==> src/rtl/gpu_raster_engine.sv <==
//------------------------------------------------------------------------------
// gpu_raster_engine : row-major FILL / XOR / COPY rectangle engine on a pixel RAM port.
// Optional GPU_RASTER_CLIP_EN: clamp regions to the screen instead of rejecting them.
// Revision: 1.0
//------------------------------------------------------------------------------
`timescale 1ns/1ps
`default_nettype none

module gpu_raster_engine #(
    parameter int WIDTH  = 320,
    parameter int HEIGHT = 200,
    parameter int XW     = 9,
    parameter int YW     = 8,
    parameter int PW     = 1,
    parameter int RD_LAT = 1
) (
    input  logic          clk,
    input  logic          rst_n,
    input  logic          cmd_valid,
    output logic          cmd_ready,
    input  logic [1:0]    cmd_op,
    input  logic [XW-1:0] cmd_x1,
    input  logic [YW-1:0] cmd_y1,
    input  logic [XW-1:0] cmd_x2,
    input  logic [YW-1:0] cmd_y2,
    input  logic [XW-1:0] cmd_w,
    input  logic [YW-1:0] cmd_h,
    input  logic [PW-1:0] cmd_value,
    output logic [XW-1:0] mem_x,
    output logic [YW-1:0] mem_y,
    output logic          mem_rd_en,
    output logic          mem_wr_en,
    output logic [PW-1:0] mem_wr_data,
    input  logic [PW-1:0] mem_rd_data,
    output logic          busy,
    output logic          done,
    output logic          error
);

    typedef enum logic [1:0] {
        S_IDLE = 2'd0,
        S_WR   = 2'd1,
        S_RD   = 2'd2,
        S_WAIT = 2'd3
    } state_t;

    localparam logic [1:0]    OP_FILL  = 2'b00;
    localparam logic [1:0]    OP_XOR   = 2'b01;
    localparam logic [1:0]    OP_COPY  = 2'b10;
    localparam int            LW       = (RD_LAT > 1) ? $clog2(RD_LAT) : 1;
    localparam logic [LW-1:0] LAT_LAST = LW'(RD_LAT - 1);
    localparam logic [XW:0]   W_C      = (XW+1)'(WIDTH);
    localparam logic [YW:0]   H_C      = (YW+1)'(HEIGHT);
    localparam logic [XW:0]   X_ONE    = (XW+1)'(1);
    localparam logic [YW:0]   Y_ONE    = (YW+1)'(1);

    state_t        state_q, state_d;
    logic [1:0]    op_q, op_d;
    logic [PW-1:0] val_q, val_d;
    logic [PW-1:0] rd_cap_q, rd_cap_d;
    logic [XW-1:0] src_x_q, src_x_d, dst_x_q, dst_x_d, last_x_q, last_x_d, off_x_q, off_x_d;
    logic [YW-1:0] src_y_q, src_y_d, dst_y_q, dst_y_d, last_y_q, last_y_d, off_y_q, off_y_d;
    logic [LW-1:0] lat_q, lat_d;
    logic          done_q, done_d;
    logic          error_q, error_d;

    // Acceptance check, widened by one bit so coordinate sums cannot wrap.
    logic [XW:0]   x1_e, x2_e, w_e, span_w, last_w;
    logic [YW:0]   y1_e, y2_e, h_e, span_h, last_h;
    logic [XW-1:0] base_dx;
    logic [YW-1:0] base_dy;
    logic          cmd_ok, cmd_empty;
`ifdef GPU_RASTER_CLIP_EN
    logic [XW:0]   x2_clip, room_x1, room_x2;
    logic [YW:0]   y2_clip, room_y1, room_y2;
`endif

    always_comb begin
        x1_e      = {1'b0, cmd_x1};
        x2_e      = {1'b0, cmd_x2};
        w_e       = {1'b0, cmd_w};
        y1_e      = {1'b0, cmd_y1};
        y2_e      = {1'b0, cmd_y2};
        h_e       = {1'b0, cmd_h};
        span_w    = '0;
        span_h    = '0;
        cmd_ok    = 1'b0;
        cmd_empty = 1'b0;
        base_dx   = cmd_x1;
        base_dy   = cmd_y1;
`ifdef GPU_RASTER_CLIP_EN
        x2_clip = (x2_e >= W_C) ? W_C - X_ONE : x2_e;
        y2_clip = (y2_e >= H_C) ? H_C - Y_ONE : y2_e;
        room_x1 = (x1_e >= W_C) ? '0 : W_C - x1_e;
        room_x2 = (x2_e >= W_C) ? '0 : W_C - x2_e;
        room_y1 = (y1_e >= H_C) ? '0 : H_C - y1_e;
        room_y2 = (y2_e >= H_C) ? '0 : H_C - y2_e;
`endif
        case (cmd_op)
            OP_FILL, OP_XOR: begin
`ifdef GPU_RASTER_CLIP_EN
                cmd_ok    = 1'b1;
                cmd_empty = (x1_e > x2_clip) || (y1_e > y2_clip);
                span_w    = x2_clip - x1_e + X_ONE;
                span_h    = y2_clip - y1_e + Y_ONE;
`else
                cmd_ok = (x1_e <= x2_e) && (x2_e < W_C) && (y1_e <= y2_e) && (y2_e < H_C);
                span_w = x2_e - x1_e + X_ONE;
                span_h = y2_e - y1_e + Y_ONE;
`endif
            end
            OP_COPY: begin
                base_dx = cmd_x2;
                base_dy = cmd_y2;
`ifdef GPU_RASTER_CLIP_EN
                span_w = w_e;
                if (room_x1 < span_w) span_w = room_x1;
                if (room_x2 < span_w) span_w = room_x2;
                span_h = h_e;
                if (room_y1 < span_h) span_h = room_y1;
                if (room_y2 < span_h) span_h = room_y2;
                cmd_ok    = 1'b1;
                cmd_empty = (span_w == '0) || (span_h == '0);
`else
                cmd_ok = (w_e != '0) && (h_e != '0) &&
                         (x1_e + w_e <= W_C) && (x2_e + w_e <= W_C) &&
                         (y1_e + h_e <= H_C) && (y2_e + h_e <= H_C);
                span_w = w_e;
                span_h = h_e;
`endif
            end
            default: ;
        endcase
        last_w = span_w - X_ONE;
        last_h = span_h - Y_ONE;
    end

    // Spans never exceed the screen, so the top bit of the last-offset is dead.
    logic unused_span_msb;
    assign unused_span_msb = &{1'b0, last_w[XW], last_h[YW]};

    always_ff @(posedge clk or negedge rst_n) begin
        if (!rst_n) state_q <= S_IDLE;
        else        state_q <= state_d;
    end

    always_ff @(posedge clk or negedge rst_n) begin
        if (!rst_n) begin
            op_q     <= '0;
            val_q    <= '0;
            rd_cap_q <= '0;
            src_x_q  <= '0;
            src_y_q  <= '0;
            dst_x_q  <= '0;
            dst_y_q  <= '0;
            last_x_q <= '0;
            last_y_q <= '0;
            off_x_q  <= '0;
            off_y_q  <= '0;
            lat_q    <= '0;
            done_q   <= 1'b0;
            error_q  <= 1'b0;
        end else begin
            op_q     <= op_d;
            val_q    <= val_d;
            rd_cap_q <= rd_cap_d;
            src_x_q  <= src_x_d;
            src_y_q  <= src_y_d;
            dst_x_q  <= dst_x_d;
            dst_y_q  <= dst_y_d;
            last_x_q <= last_x_d;
            last_y_q <= last_y_d;
            off_x_q  <= off_x_d;
            off_y_q  <= off_y_d;
            lat_q    <= lat_d;
            done_q   <= done_d;
            error_q  <= error_d;
        end
    end

    always_comb begin
        state_d  = state_q;
        op_d     = op_q;
        val_d    = val_q;
        rd_cap_d = rd_cap_q;
        src_x_d  = src_x_q;
        src_y_d  = src_y_q;
        dst_x_d  = dst_x_q;
        dst_y_d  = dst_y_q;
        last_x_d = last_x_q;
        last_y_d = last_y_q;
        off_x_d  = off_x_q;
        off_y_d  = off_y_q;
        lat_d    = lat_q;
        done_d   = 1'b0;
        error_d  = error_q;
        case (state_q)
            S_IDLE: begin
                if (cmd_valid) begin
                    if (!cmd_ok) begin
                        error_d = 1'b1;
                        done_d  = 1'b1;
                    end else begin
                        error_d  = 1'b0;
                        op_d     = cmd_op;
                        val_d    = cmd_value;
                        src_x_d  = cmd_x1;
                        src_y_d  = cmd_y1;
                        dst_x_d  = base_dx;
                        dst_y_d  = base_dy;
                        last_x_d = last_w[XW-1:0];
                        last_y_d = last_h[YW-1:0];
                        off_x_d  = '0;
                        off_y_d  = '0;
                        if (cmd_empty)             done_d  = 1'b1;
                        else if (cmd_op == OP_FILL) state_d = S_WR;
                        else                        state_d = S_RD;
                    end
                end
            end
            S_RD: begin
                lat_d   = '0;
                state_d = S_WAIT;
            end
            S_WAIT: begin
                if (lat_q == LAT_LAST) begin
                    rd_cap_d = mem_rd_data;
                    state_d  = S_WR;
                end else begin
                    lat_d = lat_q + LW'(1);
                end
            end
            S_WR: begin
                state_d = (op_q == OP_FILL) ? S_WR : S_RD;
                if (off_x_q == last_x_q) begin
                    off_x_d = '0;
                    if (off_y_q == last_y_q) begin
                        state_d = S_IDLE;
                        done_d  = 1'b1;
                    end else begin
                        off_y_d = off_y_q + YW'(1);
                    end
                end else begin
                    off_x_d = off_x_q + XW'(1);
                end
            end
            default: state_d = S_IDLE;
        endcase
    end

    // Strobes and address decode straight from state so reset drops them at once.
    always_comb begin
        mem_x       = '0;
        mem_y       = '0;
        mem_rd_en   = 1'b0;
        mem_wr_en   = 1'b0;
        mem_wr_data = '0;
        case (state_q)
            S_RD: begin
                mem_rd_en = 1'b1;
                mem_x     = src_x_q + off_x_q;
                mem_y     = src_y_q + off_y_q;
            end
            S_WR: begin
                mem_wr_en = 1'b1;
                mem_x     = dst_x_q + off_x_q;
                mem_y     = dst_y_q + off_y_q;
                case (op_q)
                    OP_FILL: mem_wr_data = val_q;
                    OP_XOR:  mem_wr_data = rd_cap_q ^ val_q;
                    default: mem_wr_data = rd_cap_q;
                endcase
            end
            default: ;
        endcase
    end

    assign cmd_ready = (state_q == S_IDLE);
    assign busy      = (state_q != S_IDLE);
    assign done      = done_q;
    assign error     = error_q;

endmodule

`default_nettype wire

==> config.mk <==
export PLATFORM = sky130hd
export DESIGN_NAME = gpu_raster_engine
export DESIGN_NICKNAME = d
export VERILOG_FILES = /design/src/rtl/gpu_raster_engine.sv
export SDC_FILE = /design/constraint.sdc
export NUM_CORES = 1
export LEC_CHECK = 0
export ABC_CLOCK_PERIOD_IN_PS = 10200
export CORE_MARGIN = 1
export CORE_UTILIZATION = 35
export CTS_BUF_LIST = sky130_fd_sc_hd__clkbuf_8
export DETAILED_ROUTE_END_ITERATION = 8
export PLACE_DENSITY = 0.56
export SLEW_MARGIN = 20
export SYNTH_ARGS = -nofsm -noshare
export SYNTH_HDL_FRONTEND = slang
export SYNTH_SLANG_ARGS = --single-unit
==> constraint.sdc <==
create_clock -name clk -period 10.2 [get_ports clk]
set_input_delay 2.55 -clock clk [delete_from_list [all_inputs] [get_ports clk]]
set_output_delay 2.55 -clock clk [all_outputs]
set_load 0.03 [all_outputs]
==> impl_metrics.tcl, run 1 <==
set metrics [dict create \
    outcome "finished clean" \
    post_synth_design_cell_area_um2 7420 \
    gp_congestion 0.842 \
    report.final.slew_viol_count 0 \
    postCtsSetupRepairBufs 0 \
    seq_power_share_pct 27.8 \
    drt_pre_antenna_iters 5 \
    cts.sinks 76 \
    synth.net_count 1033 \
    setup-violations-final 0 \
    core_area_um2 20500 \
    grt_pass1_vias 6047 \
    cap_viol_max_count 0 \
    globalRoute.totalOverflow 0 \
    switchingPower_uw 790 \
    post_route_cells_drive_above_1_share_pct 5.74 \
    num-nets-final 1102 \
    post_synth_most_frequent_cells "sky130_fd_sc_hd__ha_1 (101), sky130_fd_sc_hd__nand2_1 (82), sky130_fd_sc_hd__dfrtp_1 (76)" \
    clock-root-buffer "sky130_fd_sc_hd__clkbuf_8" \
    clock_insertion_delay_worst_skew_ps 360 \
    synth_enable_flop_cells 0 \
    r2r_cells 9 \
    ff2ff_setup_slack_ps 7150 \
    grt_util_overall_pct 17.7 \
    placed_cell_area_um2 8480 \
    grt_setup_unrepaired "false" \
    pin_count_of_the_biggest_net_entering_global_routing 116 \
    power.combinational.fraction_pct 60.1 \
    endpoint_type_of_the_worst_setup_path "output port" \
    timing.fmax_ghz 0.149 \
    initial_utilization_pct 36.2 \
    cell_count_after_synthesis 866 \
    detailed_place_hpwl_mm 15.0 \
    crit_path_max_incr_delay_ps 660 \
    min_delay_worst_endpoint "dst_x_q[2]" \
    worst_slew_margin_rel_pct 29.3 \
    fin_worst_hold_slack_ps 480 \
    postSynthAreaPerCell_um2 8.57 \
    synth.top_cell.area_share_pct 25.6 \
    timing.rr.end "off_y_q[7]" \
    routed_wire_length_per_instance_um 15.5 \
    warnings_synthesis 0 \
    power.share.clock_pct 12.1 \
    synth_seq_cells 76 \
    fin_skew_ps 9.85 \
    grt_first_pass_wirelength_mm 30.8 \
    critPathSlowestCell "sky130_fd_sc_hd__clkdlybuf4s50_1" \
    cp_data_required_time_ps 7650 \
    hold_path.class "flip-flop to flip-flop" \
    top_flip_flop_cell_by_instance_count_after_synthesis "sky130_fd_sc_hd__dfrtp_1" \
    cts.clk_slew.worst_paths_ps 90 \
    timing.critical_path.cells "inv_1 -> ha_1 -> buf_4 -> mux2_2 -> ha_1 -> inv_1 -> fa_1 -> nor2b_1 -> o21ai_0 -> a21oi_1 -> o21a_1 -> o21ai_0 -> nand2b_1 -> a21oi_1 -> xnor2_1 -> and2_1 -> clkdlybuf4s50_1" \
    swShare_pct 44.9 \
    dieArea_um2 21800 \
    synth-async-reset-ratio_pct 100 \
    synth_top_area_cell "sky130_fd_sc_hd__dfrtp_1" \
    stdcell_area_um2 8650 \
    drc_errors 0 \
    timing.critical_path.from "state_q[1]" \
    row_count 52 \
    tritoncts.num_buffers 9 \
    worst-slew-pin-transition_ps 1060 \
    htreeDepth 3 \
    worst_hold_path_stage_count 2 \
    ys_top_cells_by_area "sky130_fd_sc_hd__dfrtp_1 (26%), sky130_fd_sc_hd__ha_1 (17%), sky130_fd_sc_hd__xnor2_1 (4.4%)" \
    ios 82 \
    period_minus_slack_ps 6720 \
    finalCoreUtilization_pct 42.2 \
    antenna_cells 0 \
    detail_route.vias_per_cell 5.19 \
    ys_seq_area_share_pct 25.6 \
    n_fill_cell 2109 \
    power_density_nw_per_um2 203 \
    hold_viol_final 0 \
    critical_path.reg2reg.startpoint "off_x_q[2]" \
    final.setup.tns_ps 0 \
    via_count 6279 \
    yosys.cell_types.count 69 \
    type_of_the_worst_setup_path "flip-flop to output port" \
    critical_path_arrival_ps 4170 \
    wl_mm 18.7 \
    critPathLaunchType "flip-flop" \
    area_added_between_synthesis_and_finish_pct 16.6 \
    detail-route-antenna-nets 0 \
    ctsLongestPathBuffers 2 \
    tritoncts "built" \
    cts-resized-gates 0 \
    hold_path_startpoint "dst_x_q[2]" \
    cp_max_fo 26 \
    initialDrtViolationCount 365 \
    max-vdd-ir-drop_v 0.000129 \
    min_period_over_period_pct 65.9 \
    power.internal_uw 970 \
    reported_leakage_power_uw 0.00396 \
    antenna_found_initial 0 \
    buffer_ports.inserted 81 \
    fp.dieW_um 148 \
    cts_hold_repair.buffers 0 \
    die_height_um 148 \
    synthMostInstantiatedCell "sky130_fd_sc_hd__ha_1" \
]
-- through the flow --
| stage | cells | total power, µW | worst slack, ps |
|---|---|---|---|
| 2_1_floorplan | 866 | 1230 | 4150 |
| 3_3_place_gp | 1194 | 1550 | 3580 |
| 3_5_place_dp | 1194 | 1560 | 3530 |
| 4_1_cts | 1210 | 1780 | 3430 |
| 5_1_grt | 1210 | 1910 | 3280 |
| 6_report | 1210 | 1760 | 3480 |
-- cell families after synthesis --
kind of cell,count (synthesis),synth area share [%]
flops,76,25.6
simple gates,241,15.8
mux,31,4.60
xor+xnor,68,8.03
fa+ha+maj,109,19.2
compound gates,245,21.6
buf+inv,96,5.14
-- state kept, by name (all words and copies together), names as in the netlist, 2 cells and up --
register,count
op_q,2
last_y_q,8
src_y_q,8
src_x_q,9
dst_x_q,9
dst_y_q,8
off_x_q,9
off_y_q,8
last_x_q,9
state_q,2
-- layer usage --
layer  track usage (%)  up-vias  share of wire [%]
li1                  -     3245                  -
met1              26.5     2887                 53
met2              27.2      132                 42
met3              1.79       15                4.0
met4              3.81        0               0.86
met5                 0        -                  0
-- critical path, delay by kind of cell, from the launching register on --
| kind | cells | cell delay (ps) |
|---|---|---|
| buf+inv | 4 | 1190 |
| mux | 1 | 400 |
| fa+ha+maj | 3 | 510 |
| compound gates | 5 | 890 |
| simple gates | 3 | 260 |
| flops | 1 | 410 |
| xor+xnor | 1 | 130 |
-- how the worst max path moves through the flow --
stage / cells past startpoint / slack [ps] / end
floorplan: 17 / 4150 / mem_x[8]
global placement: 12 / 3580 / src_x_q[1]
detailed placement: 12 / 3530 / val_q
CTS: 17 / 3430 / mem_x[8]
global route: 17 / 3280 / mem_x[8]
finish: 17 / 3480 / mem_x[8]
-- power groups by stage --
stage	Sequential, µW	Clock (µW)	Combinational [µW]
global route	506	231	1180
detailed placement	496	0	1070
finish	489	212	1060
CTS	490	218	1070
floorplan	480	0	746
global placement	493	0	1060
-- final cells by class --
cell class,count,area (µm²),share of cell area (%)
Tap cell,270,338,3.90
Clock inverter,7,50.0,0.578
Inverter,70,263,3.04
Multi-Input combinational cell,694,5140,59.4
Clock buffer,9,124,1.43
Timing Repair Buffer,84,835,9.64
Sequential cell,76,1900,22.0
-- cell usage in the layout, fill, tap and decap left out, types with 14 or more instances in the layout --
| cell | count |
|---|---|
| sky130_fd_sc_hd__ha_1 | 101 |
| sky130_fd_sc_hd__nand2_1 | 82 |
| sky130_fd_sc_hd__clkdlybuf4s50_1 | 80 |
| sky130_fd_sc_hd__dfrtp_1 | 76 |
| sky130_fd_sc_hd__inv_1 | 71 |
| sky130_fd_sc_hd__o21ai_0 | 62 |
| sky130_fd_sc_hd__a21oi_1 | 48 |
| sky130_fd_sc_hd__nor2_1 | 44 |
| sky130_fd_sc_hd__xnor2_1 | 37 |
| sky130_fd_sc_hd__xor2_1 | 31 |
| sky130_fd_sc_hd__mux2_2 | 24 |
| sky130_fd_sc_hd__nand3_1 | 21 |
| sky130_fd_sc_hd__a22oi_1 | 17 |
| sky130_fd_sc_hd__a21o_1 | 17 |
| sky130_fd_sc_hd__and2_1 | 16 |
| sky130_fd_sc_hd__a22o_1 | 15 |
| sky130_fd_sc_hd__nor3_1 | 14 |
(Power assumes the default switching activity.)
==> run 2, diff against run 1 <==
--- a/config.mk
+++ b/config.mk
@@ -5,12 +5,12 @@
 export SDC_FILE = /design/constraint.sdc
 export NUM_CORES = 1
 export LEC_CHECK = 0
-export ABC_CLOCK_PERIOD_IN_PS = 10200
+export ABC_CLOCK_PERIOD_IN_PS = 5700
 export CORE_MARGIN = 1
 export CORE_UTILIZATION = 35
 export CTS_BUF_LIST = sky130_fd_sc_hd__clkbuf_8
 export DETAILED_ROUTE_END_ITERATION = 8
-export PLACE_DENSITY = 0.56
+export PLACE_DENSITY = 0.58
 export SLEW_MARGIN = 20
 export SYNTH_ARGS = -nofsm -noshare
 export SYNTH_HDL_FRONTEND = slang
==> constraint.sdc (replaced) <==
create_clock -name clk -period 5.7 [get_ports clk]
set_input_delay 1.425 -clock clk [delete_from_list [all_inputs] [get_ports clk]]
set_output_delay 1.425 -clock clk [all_outputs]
set_load 0.03 [all_outputs]
==> impl_metrics.tcl, run 2 (same netlist as run 1, synthesis figures left out) <==
set metrics [dict create \
    power_density_nw_per_um2 370 \
    postCtsSetupRepairBufs 0 \
    grt_setup_unrepaired "false" \
    pin_count_of_the_biggest_net_entering_global_routing 101 \
    die_height_um 148 \
    row_count 52 \
    cp_data_required_time_ps 4280 \
    detailed_place_hpwl_mm 15.0 \
    cts.sinks 76 \
    switchingPower_uw 1410 \
    layout.cells.most_common_list "sky130_fd_sc_hd__ha_1 (101), sky130_fd_sc_hd__nand2_1 (82), sky130_fd_sc_hd__clkdlybuf4s50_1 (80), sky130_fd_sc_hd__dfrtp_1 (76), sky130_fd_sc_hd__inv_1 (71)" \
    globalRoute.totalOverflow 0 \
    grtUsageMet1_pct 27.7 \
    grt_use_met2_pct 26.2 \
    worst-slew-pin-transition_ps 632 \
    mostFrequentLayoutCell "sky130_fd_sc_hd__ha_1" \
    cts_hold_repair.buffers 0 \
    period_minus_slack_ps 5360 \
    post_route_cells_drive_above_1_share_pct 6.14 \
    grt-busiest-layer "met1" \
    cap_viol_max_count 0 \
    report.final.slew_viol_count 0 \
    clock_insertion_delay_worst_skew_ps 350 \
    power.share.clock_pct 13.8 \
    reported_leakage_power_uw 0.00402 \
    final_worst_setup_slack_ps 344 \
    detail-route-antenna-nets 0 \
    initialDrtViolationCount 283 \
    area_added_between_synthesis_and_finish_pct 18.1 \
    min_period_over_period_pct 94.0 \
    swShare_pct 43.4 \
    met3_usage_pct 1.73 \
    grt_pass1_vias 6036 \
    initial_utilization_pct 36.2 \
    cts-resized-gates 0 \
    final.setup.tns_ps 0 \
    seq_power_share_pct 27.2 \
    drc_errors 0 \
    timing.fmax_ghz 0.187 \
    htreeDepth 3 \
    dieArea_um2 21800 \
    clock-root-buffer "sky130_fd_sc_hd__clkbuf_8" \
    power.combinational.fraction_pct 58.9 \
    cts.clk_slew.worst_paths_ps 70 \
    dpl_worst_slack_ps 594 \
    power.internal_uw 1840 \
    worst_slew_margin_rel_pct 57.4 \
    type_of_the_worst_setup_path "flip-flop to output port" \
    core_area_um2 20500 \
    wl_mm 18.7 \
    antenna_found_initial 0 \
    endpoint_type_of_the_worst_setup_path "output port" \
    cp_max_fo 12 \
    setup-violations-final 0 \
    fp.dieW_um 148 \
    critPathLaunchType "flip-flop" \
    ctsLongestPathBuffers 2 \
    outcome "finished clean" \
    antenna_cells 0 \
    grt_util_overall_pct 17.7 \
    fin_skew_ps 10.6 \
    routed_wire_length_per_instance_um 15.4 \
    ios 82 \
    tritoncts "built" \
    max-vdd-ir-drop_v 0.000163 \
    num-nets-final 1107 \
    detail_route.vias_per_cell 5.19 \
    drt_pre_antenna_iters 5 \
    gp_congestion 0.829 \
    critical_path_arrival_ps 3930 \
    tritoncts.num_buffers 9 \
    via_count 6305 \
    hold_viol_final 0 \
    hold_path.class "flip-flop to flip-flop" \
    buffer_ports.inserted 81 \
    grt_first_pass_wirelength_mm 30.8 \
]
[run 2: cell types whose count changed in the layout (fill, tap and decap cells not counted), sizes merged]
cell / change
buf: +5
bufinv: +2
inv: -2
clkinvlp: -1
[run 2: worst paths after layout]
path	cells past startpoint	startpoint	end	slack, ps
worst max-delay path	14	state_q[1]	mem_y[7]	340
worst min-delay path	2	dst_x_q[6]	dst_x_q[6]	480
worst max register to register	9	off_x_q[2]	off_y_q[7]	2840
worst min register to register	2	dst_x_q[6]	dst_x_q[6]	480
max in group asynchronous	2	rst_n	src_x_q[6]	4180
min in group asynchronous	1	rst_n	off_y_q[3]	950
[run 2: critical path: stages (launching register included)]
cell and delay (ps):
sky130_fd_sc_hd__dfrtp_1 400, sky130_fd_sc_hd__inv_1 100, sky130_fd_sc_hd__ha_1 260, sky130_fd_sc_hd__buf_4 250, sky130_fd_sc_hd__mux2_2 370, sky130_fd_sc_hd__ha_1 280, sky130_fd_sc_hd__a21o_1 190, sky130_fd_sc_hd__a21oi_1 230
sky130_fd_sc_hd__o21bai_1 90, sky130_fd_sc_hd__a21oi_1 230, sky130_fd_sc_hd__o21bai_1 90, sky130_fd_sc_hd__a21oi_1 170, sky130_fd_sc_hd__xnor2_1 130, sky130_fd_sc_hd__and2_1 130, sky130_fd_sc_hd__clkdlybuf4s50_1 660
[run 2: metal layers]
layer  wire length, µm  share of wire (%)  vias up
met5                 0                  0        -
li1                  -                  -     3255
met4               118               0.63        0
met1             10100                 54     2912
met3               678                3.6       10
met2              7760                 42      128
[run 2: power by group through the flow]
stage	Sequential (µW)	Combinational, µW	Clock [µW]
2_1_floorplan	858	1330	0
3_3_place_gp	893	1900	0
3_5_place_dp	896	1920	0
4_1_cts	886	1930	460
5_1_grt	916	2120	483
6_report	884	1910	449
[run 2: final cells by class]
type	instances	area [µm²]
Timing Repair Buffer	89	901
Inverter	70	263
Clock buffer	9	124
Fill cell	2102	11700
Clock inverter	6	88.8
Sequential cell	76	1900
Multi-Input combinational cell	694	5140
Tap cell	270	338
[run 2: through the flow]
stage	hold slack, ps	std cells	utilization, %	power [µW]	area, µm²
global placement	459	1198	41.6	2790	8520
global route	520	1214	42.7	3520	8760
finish	478	1214	42.7	3240	8760
floorplan	444	866	-	2190	7420
detailed placement	465	1198	41.6	2820	8520
CTS	484	1213	42.6	3280	8730
